## src/rtl/scancode_generator_if.sv

```systemverilog
// Key-event handshake between an event source and the scan-code generator.
// The source owns the event fields and valid; the generator owns ready.
interface scancode_generator_if;
    logic [7:0] keycode;
    logic       ext;
    logic       make;
    logic       keycode_valid;
    logic       keycode_ready;

    modport master (
        output keycode,
        output ext,
        output make,
        output keycode_valid,
        input  keycode_ready
    );

    modport slave (
        input  keycode,
        input  ext,
        input  make,
        input  keycode_valid,
        output keycode_ready
    );
endinterface

```

## src/rtl/scancode_generator.sv

```systemverilog
// Serialises decoded key events into PS/2 Set-2 scan bytes ([E0] [F0] code),
// one ps2_key_en strobe per byte with a fixed idle gap between strobes.
module scancode_generator #(
    parameter int unsigned DEPTH      = 4,
    parameter int unsigned GAP_CYCLES = 9
) (
    input  logic                 clk,
    input  logic                 reset_n,
    scancode_generator_if.slave  ev,
    output logic [7:0]           ps2_key_data,
    output logic                 ps2_key_en,
    output logic                 busy
);

    localparam int unsigned PtrW = $clog2(DEPTH);
    localparam int unsigned CntW = $clog2(DEPTH + 1);
    localparam int unsigned GapW = $clog2(GAP_CYCLES + 1);

    typedef enum logic [2:0] {StIdle, StSendE0, StSendF0, StSendCode, StGap} state_e;

    // FIFO entry layout: {ext, make, keycode}
    logic [9:0]      mem_q [DEPTH];
    logic [PtrW-1:0] wr_ptr_q, wr_ptr_d;
    logic [PtrW-1:0] rd_ptr_q, rd_ptr_d;
    logic [CntW-1:0] count_q, count_d;

    state_e          state_q, state_d;
    state_e          sent_q, sent_d;
    logic [GapW-1:0] gap_q, gap_d;
    logic [9:0]      hold_q, hold_d;
    logic [7:0]      data_q, data_d;
    logic            en_q, en_d;

    logic            push, pop, start, empty;
    logic [9:0]      head;

    assign ev.keycode_ready = (count_q != CntW'(DEPTH));
    assign empty            = (count_q == '0);
    assign push             = ev.keycode_valid && ev.keycode_ready;
    assign head             = mem_q[rd_ptr_q];

    assign ps2_key_data = data_q;
    assign ps2_key_en   = en_q;
    assign busy         = (state_q != StIdle) || !empty;

    always_ff @(posedge clk) begin
        if (push) begin
            mem_q[wr_ptr_q] <= {ev.ext, ev.make, ev.keycode};
        end
    end

    always_comb begin
        wr_ptr_d = wr_ptr_q;
        rd_ptr_d = rd_ptr_q;
        count_d  = count_q;
        if (push) begin
            wr_ptr_d = wr_ptr_q + PtrW'(1);
        end
        if (pop) begin
            rd_ptr_d = rd_ptr_q + PtrW'(1);
        end
        unique case ({push, pop})
            2'b10:   count_d = count_q + CntW'(1);
            2'b01:   count_d = count_q - CntW'(1);
            default: count_d = count_q;
        endcase
    end

    always_comb begin
        state_d = state_q;
        sent_d  = sent_q;
        gap_d   = gap_q;
        hold_d  = hold_q;
        data_d  = data_q;
        en_d    = 1'b0;
        pop     = 1'b0;
        start   = 1'b0;

        unique case (state_q)
            StIdle: start = !empty;
            StSendE0, StSendF0, StSendCode: begin
                sent_d  = state_q;
                gap_d   = GapW'(GAP_CYCLES - 1);
                state_d = StGap;
            end
            StGap: begin
                if (gap_q != '0) begin
                    gap_d = gap_q - GapW'(1);
                end else begin
                    unique case (sent_q)
                        StSendE0: begin
                            en_d = 1'b1;
                            if (hold_q[8]) begin
                                data_d  = hold_q[7:0];
                                state_d = StSendCode;
                            end else begin
                                data_d  = 8'hF0;
                                state_d = StSendF0;
                            end
                        end
                        StSendF0: begin
                            en_d    = 1'b1;
                            data_d  = hold_q[7:0];
                            state_d = StSendCode;
                        end
                        default: begin
                            // Chain straight into the next event to keep the byte period exact.
                            state_d = StIdle;
                            start   = !empty;
                        end
                    endcase
                end
            end
            default: state_d = StIdle;
        endcase

        if (start) begin
            pop    = 1'b1;
            hold_d = head;
            en_d   = 1'b1;
            if (head[9]) begin
                data_d  = 8'hE0;
                state_d = StSendE0;
            end else if (!head[8]) begin
                data_d  = 8'hF0;
                state_d = StSendF0;
            end else begin
                data_d  = head[7:0];
                state_d = StSendCode;
            end
        end
    end

    always_ff @(posedge clk or negedge reset_n) begin
        if (!reset_n) begin
            wr_ptr_q <= '0;
            rd_ptr_q <= '0;
            count_q  <= '0;
            state_q  <= StIdle;
            sent_q   <= StIdle;
            gap_q    <= '0;
            hold_q   <= '0;
            data_q   <= 8'h00;
            en_q     <= 1'b0;
        end else begin
            wr_ptr_q <= wr_ptr_d;
            rd_ptr_q <= rd_ptr_d;
            count_q  <= count_d;
            state_q  <= state_d;
            sent_q   <= sent_d;
            gap_q    <= gap_d;
            hold_q   <= hold_d;
            data_q   <= data_d;
            en_q     <= en_d;
        end
    end

endmodule

```

## src/flat_wrapper.sv

```systemverilog
// flat-port wrapper written by rule: the top's interface ports become plain ports
module scancode_generator_flat 
#(
    parameter int unsigned DEPTH      = 4,
    parameter int unsigned GAP_CYCLES = 9
)
  (clk, reset_n, ps2_key_data, ps2_key_en, busy, ev_keycode, ev_ext, ev_make, ev_keycode_valid, ev_keycode_ready);
  scancode_generator_if ev_i ();
  input  logic clk;
  input  logic reset_n;
  output logic [7:0] ps2_key_data;
  output logic ps2_key_en;
  output logic busy;
  input wire logic [$bits(ev_i.keycode)-1:0] ev_keycode;
  input wire logic [$bits(ev_i.ext)-1:0] ev_ext;
  input wire logic [$bits(ev_i.make)-1:0] ev_make;
  input wire logic [$bits(ev_i.keycode_valid)-1:0] ev_keycode_valid;
  output wire logic [$bits(ev_i.keycode_ready)-1:0] ev_keycode_ready;
  assign ev_i.keycode = ev_keycode;
  assign ev_i.ext = ev_ext;
  assign ev_i.make = ev_make;
  assign ev_i.keycode_valid = ev_keycode_valid;
  assign ev_keycode_ready = ev_i.keycode_ready;
  scancode_generator #(.DEPTH(DEPTH), .GAP_CYCLES(GAP_CYCLES)) u_core (.clk(clk), .reset_n(reset_n), .ev(ev_i), .ps2_key_data(ps2_key_data), .ps2_key_en(ps2_key_en), .busy(busy));
endmodule
```

## config.mk

```make
export PLATFORM = sky130hd
export DESIGN_NAME = scancode_generator_flat
export DESIGN_NICKNAME = d
export VERILOG_FILES = /design/src/rtl/scancode_generator_if.sv /design/src/rtl/scancode_generator.sv /design/src/flat_wrapper.sv
export SDC_FILE = /design/constraint.sdc
export NUM_CORES = 1
export LEC_CHECK = 0
export ABC_AREA = 1
export BUFFER_PORTS_ARGS = -buffer_cell sky130_fd_sc_hd__buf_2
export CAP_MARGIN = 10
export CORE_MARGIN = 2
export CORE_UTILIZATION = 55
export DETAILED_ROUTE_END_ITERATION = 16
export GPL_TIMING_DRIVEN = 0
export PLACE_DENSITY = 0.85
export SLEW_MARGIN = 5
export SYNTH_ARGS = -nofsm -noshare
export SYNTH_HDL_FRONTEND = slang
export SYNTH_SLANG_ARGS = --single-unit
```

## constraint.sdc

```tcl
create_clock -name clk -period 2.9 [get_ports clk]
set_input_delay 0.58 -clock clk [delete_from_list [all_inputs] [get_ports clk]]
set_output_delay 0.58 -clock clk [all_outputs]
set_load 0.1 [all_outputs]
```

Word-level counts from Yosys, hierarchy flattened
Memories as Yosys holds them, arrays and structs flattened.
Index checks and enable logic that the tools add are counted.
{ "totals": {"register_bits": 35, "mem_bits_rw": 40, "in_bits": 13, "out_inout_bits": 11, "n_memories": 1} }
{ "mem_list": {"columns": ["memory", "words", "word_bits", "rd", "rd_clocked_by_memory_dff", "write_ports", "line", "source"], "rows": [
  ["u_core.mem_q", 4, 10, 1, 0, 1, "scancode_generator.sv:22", "logic [9:0] mem_q [DEPTH];"]
]} }
{ "op_classes": {"addsub": 5, "eq_ne": 13, "n_mux": 27, "reduce_logical": 16} }
{ "ops": {"columns": ["cell", "n"], "rows": [
  ["2-to-1 mux 8 bit", 6],
  ["case mux 8 bit (2 select lines)", 1],
  ["2-to-1 mux 1 bit", 11],
  ["== test 3 x 2 -> 1 bit (second input constant)", 3],
  ["2-to-1 mux 3 bit", 3],
  ["case mux 3 bit (3 select lines)", 1],
  ["case mux 4 bit (2 select lines)", 1],
  ["== test 3 x 1 -> 1 bit (second input constant)", 2],
  ["logical NOT 3 bit", 2],
  ["!= test 2 x 1 -> 1 bit (second input constant)", 3],
  ["case mux 3 bit (2 select lines)", 1],
  ["nonzero test 2 bit", 3],
  ["nonzero test 3 bit", 2],
  ["adder 2 x 1 -> 2 bit (second input constant)", 2],
  ["2-to-1 mux 4 bit", 1],
  ["case mux 2 bit (2 select lines)", 1],
  ["AND reduction 2 bit", 2],
  ["nonzero test 4 bit", 1],
  ["subtractor 4 x 1 -> 4 bit (second input constant)", 1],
  ["adder 3 x 1 -> 3 bit (second input constant)", 1],
  ["== test 3 bit (second input constant)", 1],
  ["!= test 3 x 2 -> 1 bit (second input constant)", 1],
  ["!= test 3 bit (second input constant)", 1],
  ["AND reduction 3 bit", 1],
  ["other kinds (9)", 9]
]} }

Logic depth before layout (Yosys ltp)
Gate-level depths: netlist (run 1).
{ "depth": {"ltp_word": 8, "ltp_mapped": 15, "mapped_depth_nobuf": 14} }

Worst setup path after synthesis (run 1)
No wires, ideal clock.
{ "synth_path": {"kind": "flip-flop to flip-flop", "start": "reg u_core.count_q[1]", "end": "reg u_core.count_q[2]", "t_arrival_ps": 2711, "setup_slack_ps": 110, "path_stages_with_launch": 11, "synth_period_minus_slack_ps": 2790, "cell_sequence": "dfrtp_1 -> inv_1 -> nand3_1 -> nand2_1 -> ha_1 -> inv_1 -> fa_1 -> nor2_1 -> nor2_1 -> nand2_1 -> xor2_1"} }
{ "synth_lines": {"columns": ["item", "line", "source"], "rows": [
  ["from (decl)", "scancode_generator.sv:25", "logic [CntW-1:0] count_q, count_d;"],
  ["from (signal assigned)", "scancode_generator.sv:148", "count_q <= count_d;"],
  ["!= test 3 bit (*)", "scancode_generator.sv:37", "assign ev.keycode_ready = (count_q != CntW'(DEPTH));"],
  ["named net ev_keycode_ready", "flat_wrapper.sv:18", "output wire logic [$bits(ev_i.keycode_ready)-1:0] ev_keycode_ready;"],
  ["logical AND 1 bit (*)", "scancode_generator.sv:39", "assign push = ev.keycode_valid && ev.keycode_ready;"],
  ["== test 2 x 1 -> 1 bit / == test 2 bit (equally long branches)", "scancode_generator.sv:62", "unique case ({push, pop})"],
  ["case mux 3 bit (2 select lines) / nonzero test 2 bit (equally long branches)", null, null]
]} }
Mark *: on every way through the listed nets, which the timed path passes. The rest lies on a longest branch.
A chain may end at the register's enable or synchronous reset.

==> results.yml, run 1 <==
run_status:
  status: "finished, final reports clean"
route:
  first_iter_violations: 147
  via_count: 2508
  drt-total-wl_mm: 6.256
  drc: 0
  route.antenna.remaining_nets: 0
  wl_per_cell_um: 12.39
  via_per_inst: 4.966
  drt-pass1-iter-count: 5
logic_synthesis:
  ys_types: 26
  ys_seq_area_share_pct: 59.07
  synth_top_area_share_pct: 34.16
  synthFlopType: "edfxtp_1"
  synthCells: 389
  async_flop_share_pct: 46.67
  syn_area_um2: 3516
  synth_common_cells: "133 x nand2_1, 63 x inv_1, 40 x edfxtp_1"
  synth_nets: 410
  postSynthAreaPerCell_um2: 9.038
  post-synth-top-count-cell: "nand2_1"
  ys_ff_latch: 75
  synth_edf_count: 40
  yosys-top-cells-area: "edfxtp_1 34%, dfrtp_1 25%, nand2_1 14%, inv_1 6.7%, nand3_1 3.4%"
  yosys.area.top_type: "edfxtp_1"
  yosysWarningCount: 0
floorplanning:
  die_area_um2: 7048
  io_pins: 24
  die_width_um: 83.96
  rows: 29
  die_h_um: 83.96
  initial_core_util_pct: 56.01
  core_area_um2: 6277
global_routing:
  grtUsageMet1_pct: 25.13
  use_met3_pct: 4.352
  grt_pass1_vias: 2461
  grt_pass1_wl_mm: 10.87
  grt_use_met2_pct: 32.00
  grt_overflow_total: 0
  gr-usage-all-layers_pct: 19.77
  global_route.peak_usage_layer: "met2"
  antenna_found_initial: 0
  grt_max_degree: 36
setup_path:
  cp.arrival_ps: 2030
  rr_startpoint: "u_core.gap_q[0]$_DFFE_PN0P_"
  critPathLaunchType: "flip-flop"
  cp_max_fo: 6
  path_class: "reg2out"
  crit_start: "u_core.gap_q[0]$_DFFE_PN0P_"
  crit_required_ps: 2320
  end_kind: "primary output"
cts:
  htree_levels: 3
  ctsHoldBuffers: 0
  cts_resized: 0
  cts_setup_buffers: 0
  cts_tree: "done"
  insertion_delay_ps: 350
  numCtsBuffers: 9
  cts.sinks: 75
  cts_root_buf: "clkbuf_8"
  clk_pin_slew_ps: 70
  max-clock-path-buffers: 2
timing:
  period_needed_ps: 2605
  finClkSkew_ps: 11.15
  relSlewSlack_pct: 32.56
  rsz0062_at_grt: "no"
  fmax_mhz: 383.8
  finalHoldViolations: 0
  finalSetupViolCount: 0
  finalSetupTns_ps: 0
  timing.final.crit_share_pct: 89.84
  worst_pin_slew_ps: 1008
  slew_violations: 0
final_layout:
  final_core_util_pct: 62.19
  n_antenna_cell: 0
  fillCellCount: 512
  finalNetCount: 444
  final_cell_count_no_fill: 505
  ff_latch_area_um2: 2077
  layout-drive-gt1-share_pct: 13.79
  multi_input_area_um2: 1115
  syn_to_final_growth_pct: 11.03
placed_design:
  routabilityCongestion: 0.7769
  place_inst: 489
  dpl.hpwl_mm: 4.318
  port_buffers: 23
job:
  max_cap_viol_count: 0
min_path:
  hp-class: "in2async"
## cells in the final DEF, fill, tap and decap left out
cell and n:
clkinv_1 1, nand2_1 133, inv_1 63, nand2_2 4
dfrtp_1 35, clkbuf_8 11, nor2_2 1, inv_2 5
o21bai_1 3, nand3_1 24, clkinv_2 1, xor2_1 3
ha_1 7, xnor2_1 1, clkinv_4 1, nand3b_1 5
nor2_4 1, a21oi_1 9, fa_1 1, o21ai_1 5
edfxtp_1 40, buf_2 30, clkbuf_1 3, o22ai_1 1
buf_6 2, o21ai_0 14, nand3_2 2, buf_4 1
nand4_1 2, nor2_1 19
## sequential cells by signal (all words and copies together), names as in the netlist
register	flops
u_core.ps2_key_data	8
u_core.hold_q	9
u_core.count_q	3
u_core.rd_ptr_q	2
u_core.mem_q	40
u_core.gap_q	4
u_core.state_q	3
u_core.sent_q	3
u_core.wr_ptr_q	2
u_core.ps2_key_en	1
## final timing paths
path	end	slack, ps	depth (start not counted)
worst max-delay path	busy	290	9
worst max register to register	u_core.count_q[2]$_DFFE_PN0P_	430	14
max in group asynchronous	u_core.state_q[1]$_DFFE_PN0P_	2110	1
min in group clk	u_core.mem_q[1][7]$_DFFE_PP_	440	1
worst min-delay path	u_core.ps2_key_data[5]$_DFFE_PN0P_	300	1
worst min register to register	u_core.ps2_key_data[7]$_DFFE_PN0P_	480	2
## kinds of logic (layout without fill, tap and decap cells)
family	Yosys count	in the layout	synth area share (%)
DFF	75	75	59.07
AOI/OAI and AO/OA	32	32	4.804
buffers and inverters	79	118	9.217
xor gates and xnor gates	4	4	0.9966
and+or+nand+nor	191	191	22.85
adders and majority gates	8	8	3.060
## cell type report
class | count | area share (%)
timing repair buffer | 23 | 2.949
multi-input combinational | 235 | 28.56
inverter | 69 | 6.635
sequential | 75 | 53.21
tap | 77 | 2.468
buffer | 10 | 1.667
clock inverter | 2 | 0.3526
clock buffer | 14 | 4.167
## layer usage
metal  vias to the layer above  part of all wire [%]
met5                         -                     0
met4                         0                   2.4
met3                        12                   3.9
met2                        50                    47
met1                      1164                    47
li1                       1282                     -
## worst max-delay path: stages (launching register included)
cell and delay (ps):
dfrtp_1 360, inv_1 140, ha_1 200, nand3_1 100, nor2_1 100, nand2_1 50, nand2_1 80, nand2_2 100
nand2_1 120, buf_2 430
## per-stage QoR
step	hold slack (ps)	setup slack, ps	area, µm²
floorplan	284.4	109.6	3516
global placement	460.3	555.7	3727
detailed placement	465.3	464.9	3727
CTS	336.6	299.4	3904
global route	373.9	181.9	3904
finish	301.3	294.5	3904
Power of run 1 is left out: the tool's default activity adds up to more than one toggle a clock period on the data nets, which glitch-free logic cannot reach.
==> run 2: changes to the inputs <==
- ABC_AREA: 1 -> not set
- CAP_MARGIN: 10 -> 25
==> run 2 against run 1 <==
Effect of this change:
- die area shrank 7.7%
- critical path depth up 4
- core utilization increased by 3.1 points
- critical path type is now reg2reg
- setup slack got worse by 54 ps
- highest routed layer unchanged
- area after synthesis shrank 8.1%
- largest cell class unchanged
- register-to-register slack got worse by 190 ps
- fmax decreased by 2.0%
==> results.yml, run 2 <==
logic_synthesis:
  async_flop_share_pct: 46.67
  ys_ff_latch: 75
  synthCells: 210
  ys_seq_area_share_pct: 64.27
  synth_nets: 231
  ys_types: 43
  yosys-top-cells-area: "edfxtp_1 37%, dfrtp_1 27%, mux4_2 5.6%, ha_1 2.7%, mux2_4 2.3%"
  synth_simple_gate_area_share_pct: 7.511
  synth_top_area_share_pct: 37.17
  synth_compound_area_share_pct: 7.743
  synth_edf_count: 40
  synth_top_family_by_area: "multiplexers"
  synth_common_cells: "40 x edfxtp_1, 35 x dfrtp_1, 17 x inv_1"
  synthFlopType: "edfxtp_1"
  synth_xor_area_share_pct: 2.439
  yosysWarningCount: 0
  synth_fa_ha_area_share_pct: 3.329
  post-synth-top-count-cell: "edfxtp_1"
  synthMuxAreaShare_pct: 11.38
  syn_area_um2: 3232
  yosys.area.top_type: "edfxtp_1"
  postSynthAreaPerCell_um2: 15.39
route:
  wl_per_cell_um: 17.01
  via_count: 1814
  drt-total-wl_mm: 5.477
  route.antenna.remaining_nets: 0
  drc: 0
  via_per_inst: 5.634
  drt-pass1-iter-count: 4
  first_iter_violations: 103
final_layout:
  regMostFlops: "u_core.mem_q"
  multi_input_area_um2: 1052
  syn_to_final_growth_pct: 12.66
  largest_register_ffs: 40
  final_cell_count_no_fill: 322
  final_cell_mix: "40 x edfxtp_1, 35 x dfrtp_1, 25 x buf_2, 17 x inv_1, 9 x clkbuf_8"
  n_antenna_cell: 0
  finalNetCount: 266
  ff_latch_area_um2: 2077
  layout-drive-gt1-share_pct: 28.80
  layout_commonest_cell: "edfxtp_1"
  fillCellCount: 402
setup_path:
  reg2reg_depth: 13
  endpoint: "u_core.count_q[2]$_DFFE_PN0P_"
  max_stage_delay_ps: 410
  r2r_setup_slack_ps: 240
  cp_cell_sequence: "inv_1 -> ha_1 -> or3b_4 -> a21boi_4 -> nand2_2 -> buf_6 -> inv_1 -> ha_1 -> inv_1 -> fa_1 -> xor2_1 -> nor2_1 -> xor2_1"
  crit_start: "u_core.gap_q[0]$_DFFE_PN0P_"
  crit_slowest_cell: "dfrtp_1"
  timing.rr.end: "u_core.count_q[2]$_DFFE_PN0P_"
  cp.arrival_ps: 2940
  path_class: "reg2reg"
  crit_buf_inv: 4
  crit_required_ps: 3180
  cp_max_fo: 10
  cp.depth: 13
  rr_startpoint: "u_core.gap_q[0]$_DFFE_PN0P_"
  crit_top_cell: "inv_1"
  end_kind: "flip-flop"
  critPathLaunchType: "flip-flop"
  path_delay_family: "adder cells"
min_path:
  hp-class: "in2async"
power:
  finalPower_mw: 4.473
  ir_drop_v: 0.0009051
  p_per_area_nw_per_um2: 1229
  p_leak_nw: 1.525
cts:
  cts.sinks: 75
  cts_tree: "done"
  cts_resized: 0
  htree_levels: 3
  ctsHoldBuffers: 0
  max-clock-path-buffers: 2
  insertion_delay_ps: 360
  cts_root_buf: "clkbuf_8"
  numCtsBuffers: 9
  clk_pin_slew_ps: 90
floorplanning:
  die_width_um: 80.66
  die_area_um2: 6505
  die_h_um: 80.66
  io_pins: 24
  core_area_um2: 5574
  rows: 27
  initial_core_util_pct: 57.98
placed_design:
  dpl.hpwl_mm: 3.809
  port_buffers: 23
  place_inst: 305
  routabilityCongestion: 0.8048
timing:
  finalHoldViolations: 0
  slew_violations: 0
  rsz0062_at_grt: "no"
  finClkSkew_ps: 8.485
  finalSetupViolCount: 0
  period_needed_ps: 2659
  worst_pin_slew_ps: 765.8
  timing.final.crit_share_pct: 91.69
  whs_ps: 288.9
  fmax_mhz: 376.1
  finalSetupTns_ps: 0
  relSlewSlack_pct: 48.95
global_routing:
  grt_pass1_wl_mm: 9.025
  grt_pass1_vias: 1898
  grt_overflow_total: 0
  grt_max_degree: 36
  antenna_found_initial: 0
  gr-usage-all-layers_pct: 19.13
run_status:
  status: "finished, final reports clean"
job:
  max_cap_viol_count: 0
==> run 2: logic make-up after synthesis <==
| kind of cell | count (synthesis) |
|---|---|
| compound gates | 33 |
| buf+inv | 22 |
| xor+xnor | 9 |
| simple gates | 41 |
| mux | 22 |
| flops | 75 |
| fa+ha+maj | 8 |
==> run 2: worst min path at each step <==
stage / cells after the start / end / slack, ps / startpoint
final: 1 / u_core.count_q[2]$_DFFE_PN0P_ / 290 / reset_n
after global routing: 1 / u_core.gap_q[2]$_DFFE_PN0P_ / 350 / reset_n
after CTS: 1 / u_core.count_q[2]$_DFFE_PN0P_ / 300 / reset_n
after detailed placement: 1 / u_core.hold_q[3]$_DFFE_PN0N_ / 490 / u_core.hold_q[3]$_DFFE_PN0N_
after global placement: 1 / u_core.hold_q[0]$_DFFE_PN0N_ / 490 / u_core.hold_q[0]$_DFFE_PN0N_
after floorplan: 0 / u_core.count_q[0]$_DFFE_PN0P_ / 280 / reset_n
==> run 2: stage by stage <==
stage / setup slack, ps / utilization, % / instance area (µm²)
after global placement: 193.8 / 61.75 / 3442
after CTS: 107.4 / 65.19 / 3633
after floorplan: 366.3 / - / 3237
final: 240.9 / 65.32 / 3641
after global routing: 74.10 / 65.32 / 3641
after detailed placement: 126.9 / 61.75 / 3442
==> run 2: layout make-up <==
type / instances / area share [%]
tap: 72 / 2.474
clock buffer: 9 / 3.402
multi-input combinational: 113 / 28.90
sequential: 75 / 57.04
inverter: 17 / 1.753
buffer: 5 / 1.203
clock inverter: 7 / 1.856
timing repair buffer: 24 / 3.368
==> run 2: power by group <==
| group | total (mW) | internal [mW] | switching [mW] |
|---|---|---|---|
| Sequential | 1.67 | 1.47 | 0.196 |
| Combinational | 2.03 | 0.804 | 1.23 |
| Clock | 0.768 | 0.335 | 0.432 |
| Total | 4.47 | 2.61 | 1.86 |
==> run 2: what timing repair did <==
| action | 4_1_cts | 5_1_grt |
|---|---|---|
| endpoints found under the hold margin | 0 | 0 |
| setup endpoints to repair | 0 | 1 |
| setup buffers | 0 | 1 |
==> run 2: per-layer routing <==
| layer | global-route usage, % | vias to the layer above | wire [µm] |
|---|---|---|---|
| li1 | - | 851 | - |
| met1 | 23.98 | 913 | 2427 |
| met2 | 30.58 | 38 | 2724 |
| met3 | 5.056 | 12 | 208 |
| met5 | 0 | - | 0 |
| met4 | 10.00 | 0 | 117 |
Power figures use the tool's default switching activity.
